<file path="src/rtl/iter_alu.sv">
// iter_alu: single-issue ALU whose shifts iterate one bit per cycle; other ops complete in one cycle.
module iter_alu #(
  parameter int XLEN = 32
) (
  input  logic            clk,
  input  logic            rst,
  input  logic            start,
  input  logic [3:0]      ALU_sel,
  input  logic [XLEN-1:0] a,
  input  logic [XLEN-1:0] b,
  output logic            busy,
  output logic            done,
  output logic [XLEN-1:0] result,
  output logic            zf,
  output logic            cf,
  output logic            vf,
  output logic            sf
);
  localparam int SW = $clog2(XLEN);
  localparam logic [3:0] ALU_ADD  = 4'd0;
  localparam logic [3:0] ALU_SUB  = 4'd1;
  localparam logic [3:0] ALU_AND  = 4'd2;
  localparam logic [3:0] ALU_OR   = 4'd3;
  localparam logic [3:0] ALU_XOR  = 4'd4;
  localparam logic [3:0] ALU_SLL  = 4'd5;
  localparam logic [3:0] ALU_SRL  = 4'd6;
  localparam logic [3:0] ALU_SRA  = 4'd7;
  localparam logic [3:0] ALU_SLT  = 4'd8;
  localparam logic [3:0] ALU_SLTU = 4'd9;
  localparam logic [3:0] ALU_PASS = 4'd10;

  typedef enum logic [1:0] {IDLE, SHIFT, FIN} state_t;

  state_t          state;
  logic [XLEN-1:0] sh, sh_nxt, alu_r, b_op;
  logic [XLEN:0]   sum;
  logic [SW-1:0]   cnt, shamt;
  logic [3:0]      op;
  logic            is_sub, arith, is_shift, alu_cf, alu_vf;

  always_comb begin
    shamt    = b[SW-1:0];
    is_sub   = ALU_sel == ALU_SUB;
    arith    = ALU_sel == ALU_ADD || is_sub;
    is_shift = ALU_sel inside {ALU_SLL, ALU_SRL, ALU_SRA};
    b_op     = is_sub ? ~b : b;
    sum      = {1'b0, a} + {1'b0, b_op} + {{XLEN{1'b0}}, is_sub};
    alu_cf   = arith & sum[XLEN];
    alu_vf   = arith & (a[XLEN-1] == b_op[XLEN-1]) & (sum[XLEN-1] != a[XLEN-1]);
    alu_r    = arith                ? sum[XLEN-1:0] :
               ALU_sel == ALU_AND   ? a & b :
               ALU_sel == ALU_OR    ? a | b :
               ALU_sel == ALU_XOR   ? a ^ b :
               is_shift             ? a :
               ALU_sel == ALU_SLT   ? {{(XLEN-1){1'b0}}, $signed(a) < $signed(b)} :
               ALU_sel == ALU_SLTU  ? {{(XLEN-1){1'b0}}, a < b} :
               ALU_sel == ALU_PASS  ? b : '0;
    sh_nxt   = op == ALU_SLL ? sh << 1 :
               op == ALU_SRL ? sh >> 1 : {sh[XLEN-1], sh[XLEN-1:1]};
  end

  always_ff @(posedge clk) begin
    if (rst) begin
      state  <= IDLE;
      busy   <= 1'b0;
      done   <= 1'b0;
      result <= '0;
      {zf, cf, vf, sf} <= 4'b0;
      cnt    <= '0;
      sh     <= '0;
      op     <= '0;
    end else if (state == SHIFT) begin
      sh  <= sh_nxt;
      cnt <= cnt - 1'b1;
      if (cnt == SW'(1)) begin
        state  <= FIN;
        busy   <= 1'b0;
        done   <= 1'b1;
        result <= sh_nxt;
        {zf, cf, vf, sf} <= {sh_nxt == '0, 2'b00, sh_nxt[XLEN-1]};
      end
    end else if (start) begin
      if (is_shift && shamt != '0) begin
        state <= SHIFT;
        busy  <= 1'b1;
        done  <= 1'b0;
        sh    <= a;
        cnt   <= shamt;
        op    <= ALU_sel;
      end else begin
        state  <= FIN;
        done   <= 1'b1;
        result <= alu_r;
        {zf, cf, vf, sf} <= {alu_r == '0, alu_cf, alu_vf, alu_r[XLEN-1]};
      end
    end else begin
      state <= IDLE;
      done  <= 1'b0;
    end
  end
endmodule

</file>
<file path="config.mk">
export PLATFORM = sky130hd
export DESIGN_NAME = iter_alu
export DESIGN_NICKNAME = d
export VERILOG_FILES = /design/src/rtl/iter_alu.sv
export SDC_FILE = /design/constraint.sdc
export NUM_CORES = 1
export LEC_CHECK = 0
export CAP_MARGIN = 5
export CORE_MARGIN = 4
export CORE_UTILIZATION = 40
export CTS_CLUSTER_SIZE = 10
export DETAILED_ROUTE_END_ITERATION = 6
export GPL_ROUTABILITY_DRIVEN = 0
export GPL_TIMING_DRIVEN = 0
export PLACE_DENSITY = 0.68
export SETUP_SLACK_MARGIN = 0.5
export SLEW_MARGIN = 20
export SYNTH_ARGS = -nofsm -noshare
export SYNTH_HDL_FRONTEND = slang
export SYNTH_SLANG_ARGS = --single-unit
</file>
<file path="constraint.sdc">
create_clock -name clk -period 6.18 [get_ports clk]
set_input_delay 1.236 -clock clk [delete_from_list [all_inputs] [get_ports clk]]
set_output_delay 1.236 -clock clk [all_outputs]
set_load 0.02 [all_outputs]
</file>
Word level (Yosys, flattened, before mapping)
Index checks and enable logic that the tools add are counted.

Flip-flop bits (word level): 81. Bits of input ports: 71. Output and inout bits: 38. Word-level logic and storage cells: 102.

$add $sub $neg: 3. Order comparisons: 2. Equality and inequality tests: 18. Muxes and demuxes: 47. Bitwise logic cells: 8. Reductions and logical operators: 13.

Operators with widths (count): 32-bit two-way mux (18); 32-bit zero test (2); 32-bit less-than comparator (2); 32-bit by 32-bit adder with 33-bit output (1); 33-bit by 1-bit adder with 33-bit output (1); 32-bit bitwise AND (1); 32-bit NOT (1); 32-bit bitwise OR (1); 32-bit XOR (1); 4-bit by 3-bit equality test with 1-bit output, second input constant (6); 1-bit two-way mux (22); 5-bit two-way mux (3); 4-bit equality test, second input constant (3); 3-bit AND reduction (3); 4-bit by 2-bit equality test with 1-bit output, second input constant (2); 2-bit two-way mux (4); 5-bit by 1-bit equality test with 1-bit output, second input constant (1); 5-bit nonzero test (1); 5-bit by 1-bit subtractor with 5-bit output, second input constant (1); 4-bit by 1-bit equality test with 1-bit output, second input constant (1); 4-bit zero test (1); 2-bit nonzero test (2); 1-bit bitwise AND (3); 3-bit nonzero test (1); other kinds (9) (9).

Depth between registers and ports, before layout
Gate-level depths: netlist (run 1).

Depth after elaboration: 13. Mapped depth: 21. Depth with buffers taken out: 14.

Worst setup path after synthesis (run 1)
Ideal clock, no wire load.

Path kind: input to register. Start point: input port ALU_sel[0]. End point: register zf. Library setup time: 0.059 ns. Arrival: 6.141 ns. Slack: -0.019 ns. Cell stages on the path: 20. Path buffers: 7. Cell sequence: buf_4 > clkbuf_1 > clkbuf_1 > clkbuf_1 > clkbuf_1 > and3_1 > clkbuf_1 > clkbuf_1 > xnor2_1 > fa_1 > a21oi_1 > o211ai_2 > nand3_1 > a21o_1 > a21oi_1 > or3b_2 > a221oi_2 > or4b_1 > nor4_1 > a31o_1.

Longest elaborated chain between the ends: 13. Elaborated cells between the ends (all ways): 31.

Ends and longest elaborated chain: from (decl) (line 8) `input logic [3:0] ALU_sel,`; parallel branches: the longest is 13 deep, another holds 32-bit by 32-bit adder with 33-bit output; to (signal assigned) (line 80) `{zf, cf, vf, sf} <= {sh_nxt == '0, 2'b00, sh_nxt[XLEN-1]};`; to (signal assigned) (line 94) `{zf, cf, vf, sf} <= {alu_r == '0, alu_cf, alu_vf, alu_r[XLEN-1]};`; to (decl) (line 14) `output logic zf,`.

Parallel ways; which one is timed is not known. The select of a mux whose other input is x is not followed. A chain may end at the register's enable or synchronous reset.

Worst setup path after layout (run 1)
Same ends and word-level chain as after synthesis.

==> flow_metrics.py, run 1 <==
metrics = {
    "die": {
        "fp.dieH_um": 162,
        "dieArea_um2": 26200,
        "row_count": 55,
        "die_x_um": 162,
        "coreArea_um2": 22900,
        "floorplan.initialDensity_pct": 41.3,
        "ios": 109,
    },
    "grt": {
        "grt_pass1_vias": 10400,
        "grt_pass1_wl_um": 59500,
        "antenna_found_initial": 0,
        "grt_max_degree": 13,
        "grtUsageTotal_pct": 28.8,
        "grt.overflow.total": 0,
    },
    "drt": {
        "wl_per_cell_um": 21.9,
        "first_pass_iters": 6,
        "drt_iter0_drc": 1347,
        "dr_total_vias": 11100,
        "drc": 0,
        "wirelength_um": 39100,
        "avgViaCountPerCell": 6.22,
        "ant_nets": 0,
    },
    "critical_path": {
        "cp.required_ps": 6470,
        "worst-path-stages": 20,
        "crit_type": "input port to register",
        "slowest_delay_ps": 490,
        "r2r_slack_ps": 2780,
        "crit_family": "simple AND/OR/NAND/NOR gates",
        "crit_fanout": 10,
        "r2r_start": "state[0]",
        "cp_num_buf_inv": 7,
        "cp-endpoint": "zf",
        "crit_slowest_cell": "or3b_2",
        "crit_chain": "buf_4 -> buf_6 -> clkbuf_8 -> buf_8 -> buf_8 -> and3_1 -> clkbuf_4 -> clkbuf_16 -> xnor2_2 -> ha_2 -> and2_1 -> a32o_2 -> a21oi_4 -> a21o_1 -> a21oi_1 -> or3b_2 -> a221oi_4 -> or4b_1 -> nor4_2 -> a31o_1",
        "worstRegToRegCells": 10,
        "crit_path_end_kind": "register",
        "worst_setup_path_start_kind": "input port",
        "startpoint": "ALU_sel[0]",
        "cp_data_arrival_time_ps": 5840,
        "timing.rr.end": "zf",
        "worst_path_most_repeated_cell": "buf_8",
    },
    "synth": {
        "ys_seq_area_share_pct": 16.7,
        "synth_top_area_cell": "ha_1",
        "synth_compound_area_share_pct": 29.2,
        "avgSynthCellArea_um2": 7.05,
        "synth_adder_area_share_pct": 17.3,
        "synthMuxAreaShare_pct": 0.953,
        "yosysWarnings": 0,
        "synth_simple_gate_area_share_pct": 23.8,
        "ys.flop_type": "dfxtp_1",
        "synth_cells": 1342,
        "synthXorXnorAreaFrac_pct": 4.45,
        "syn_nets": 1543,
        "synth_edf_count": 0,
        "synth_top_family_by_area": "compound AO/OA/AOI/OAI gates",
        "ys_ff_latch": 79,
        "synth_area_leaders": "ha_1, dfxtp_1, nand2_1",
        "synth_top_area_share_pct": 17.1,
        "synth_area_um2": 9460,
        "yosys.cell_types.count": 85,
        "async_flop_share_pct": 0,
    },
    "min_path": {
        "hold_path.class": "register to register",
    },
    "sta": {
        "drv_slew": 0,
        "rsz0062_at_grt": "no",
        "finalSetupViolCount": 0,
        "fin_crit_sh_pct": 89.8,
        "setup_ws_ps": 632,
        "fin_setup_tns_ps": 0,
        "finalWorstPathRequiredPeriod_ps": 5550,
        "fmax_ghz": 0.180,
        "hold_ws_ps": 449,
        "relSlewSlack_pct": 16.4,
        "fin_skew_ps": 9.00,
        "hold_violations": 0,
        "tightest_slew_ps": 1250,
    },
    "power": {
        "power_density_nw_per_um2": 167,
        "p_leak_nw": 4.67,
        "swShare_pct": 38.4,
        "clockPowerShare_pct": 27.4,
        "p_int_mw": 1.19,
        "power_mw": 1.93,
        "seq_power_share_pct": 29.5,
        "irDropWorstVdd_mv": 0.141,
        "switchingPower_uw": 740,
        "power_frac_comb_pct": 43.1,
    },
    "final_layout": {
        "fillers": 2253,
        "antenna_cells": 0,
        "drive_gt1_share_pct": 6.04,
        "area_growth_pct": 21.7,
        "layout_commonest_cell": "nand2_1",
        "fin_nets": 1670,
        "final_cell_mix": "nand2_1, a21oi_1, ha_1, clkdlybuf4s50_1, nor2_1",
        "final_cell_area_um2": 11500,
    },
    "clock_network": {
        "cts-root-buf": "clkbuf_16",
        "cts_htree_levels": 3,
        "clkLatencyLatePin_ps": 350,
        "numClockSinks": 79,
        "clkTransAtPathRegs_ps": 60,
        "cts_inserted_buffers": 9,
        "cts_tree": "built",
        "cts_max_path_buffers": 2,
    },
    "job": {
        "cap_violations": 0,
    },
    "place": {
        "place_ws_ps": -931,
        "dp_hpwl_um": 30600,
        "numPortBuffers": 105,
        "place_area_um2": 11000,
    },
    "outcome": {
        "outcome": "finished, final reports clean",
    },
}
## sequential cells by signal (all words and copies together) (netlist names)
| signal | cells |
|---|---|
| busy | 1 |
| cf | 1 |
| state | 1 |
| op | 4 |
| done | 1 |
| sh | 32 |
| result | 32 |
| zf | 1 |
| vf | 1 |
| cnt | 5 |
## timing repair
item,4_1_cts,5_1_grt
hold buffers,0,0
pin swaps,3,5
resized for setup,39,20
setup buffers,3,5
setup endpoints to repair,22,4
## cell usage after synthesis, types with 4 or more instances
library cell / instances
a31oi_1: 15
or3b_2: 4
nor3_1: 26
a21oi_1: 131
a311oi_1: 15
or3_1: 8
a221oi_1: 10
nand2b_1: 12
nand4_1: 12
nand2_1: 200
a22oi_1: 19
xor2_1: 7
a22o_1: 7
o32ai_1: 4
nand3b_1: 4
mux2i_1: 9
xnor2_1: 41
a21boi_0: 4
o21bai_1: 7
a211oi_1: 21
nand3_1: 25
o221ai_1: 4
a31o_2: 4
buf_1: 6
o221a_2: 5
o22ai_1: 4
and2_1: 5
dfxtp_1: 79
nor3b_1: 7
nor4_1: 16
inv_1: 99
a21o_1: 17
nor2_1: 102
nor2b_1: 13
a2111oi_0: 4
and3_1: 23
o21ai_0: 68
o21a_1: 5
o211ai_1: 23
ha_1: 129
clkbuf_1: 75
## tightest hold or removal path, cell delays in order (launching register included)
cell and delay (ps):
dfxtp_1 300, nand2_1 50, a21oi_1 50
## cells by family after synthesis
group | count (synthesis)
adders and majority gates | 130
muxes | 9
buffers and inverters | 186
xor gates and xnor gates | 48
and+or+nand+nor | 478
DFF | 79
AOI/OAI and AO/OA | 412
## layer usage
| layer | GRT usage (%) | part of all wire [%] |
|---|---|---|
| met2 | 45.4 | 43 |
| met5 | 0 | 0 |
| met1 | 37.8 | 39 |
| met4 | 15.1 | 6.1 |
| met3 | 5.25 | 12 |
## cell type report
cell class                      instances  area [um^2]  area share, %
Clock buffer                           12          246           2.14
Clock inverter                          4         45.0          0.391
Inverter                               99          375           3.26
Buffer                                 87          457           3.97
Tap cell                              313          392           3.40
Multi-Input combinational cell       1077         7280           63.3
Sequential cell                        79         1580           13.7
Timing Repair Buffer                  116         1130           9.84
## how the worst min path moves through the flow
stage                          start          to  slack (ps)  cells past startpoint
after global placement     result[1]   result[1]         440                      2
after floorplan                op[2]       op[2]         430                      2
after CTS                 result[24]  result[24]         450                      2
final                     result[24]  result[24]         450                      2
after detailed placement  result[24]  result[24]         450                      2
after global routing      result[30]  result[30]         480                      2
## metrics by stage
| stage | cells | utilization [%] |
|---|---|---|
| floorplan | 1342 | - |
| global placement | 1760 | 47.6 |
| detailed placement | 1763 | 47.8 |
| CTS | 1782 | 49.9 |
| global route | 1787 | 50.2 |
| finish | 1787 | 50.2 |
## power groups by stage
stage	registers, mW	logic (mW)	clock network (mW)
final	0.568	0.831	0.528
after global routing	0.571	0.892	0.552
after CTS	0.567	0.792	0.531
after detailed placement	0.578	0.770	0
after global placement	0.577	0.758	0
after floorplan	0.591	0.469	0
Note: power is estimated with default switching activity, not from simulation.
==> run 2: changes to the inputs <==
--- a/config.mk
+++ b/config.mk
@@ -8,6 +8,7 @@
 export CAP_MARGIN = 5
 export CORE_MARGIN = 4
 export CORE_UTILIZATION = 40
+export CTS_CLUSTER_DIAMETER = 30
 export CTS_CLUSTER_SIZE = 10
 export DETAILED_ROUTE_END_ITERATION = 6
 export GPL_ROUTABILITY_DRIVEN = 0
==> results of run 2 <==
Final layout, timing and power as in run 1 (identical DEF).
==> run 3: changes to the inputs <==
--- a/config.mk
+++ b/config.mk
@@ -9,7 +9,7 @@
 export CORE_MARGIN = 4
 export CORE_UTILIZATION = 40
 export CTS_CLUSTER_DIAMETER = 30
-export CTS_CLUSTER_SIZE = 10
+export CTS_CLUSTER_SIZE = 25
 export DETAILED_ROUTE_END_ITERATION = 6
 export GPL_ROUTABILITY_DRIVEN = 0
 export GPL_TIMING_DRIVEN = 0
==> results of run 3 <==
Final layout, timing and power as in run 1 (identical DEF).
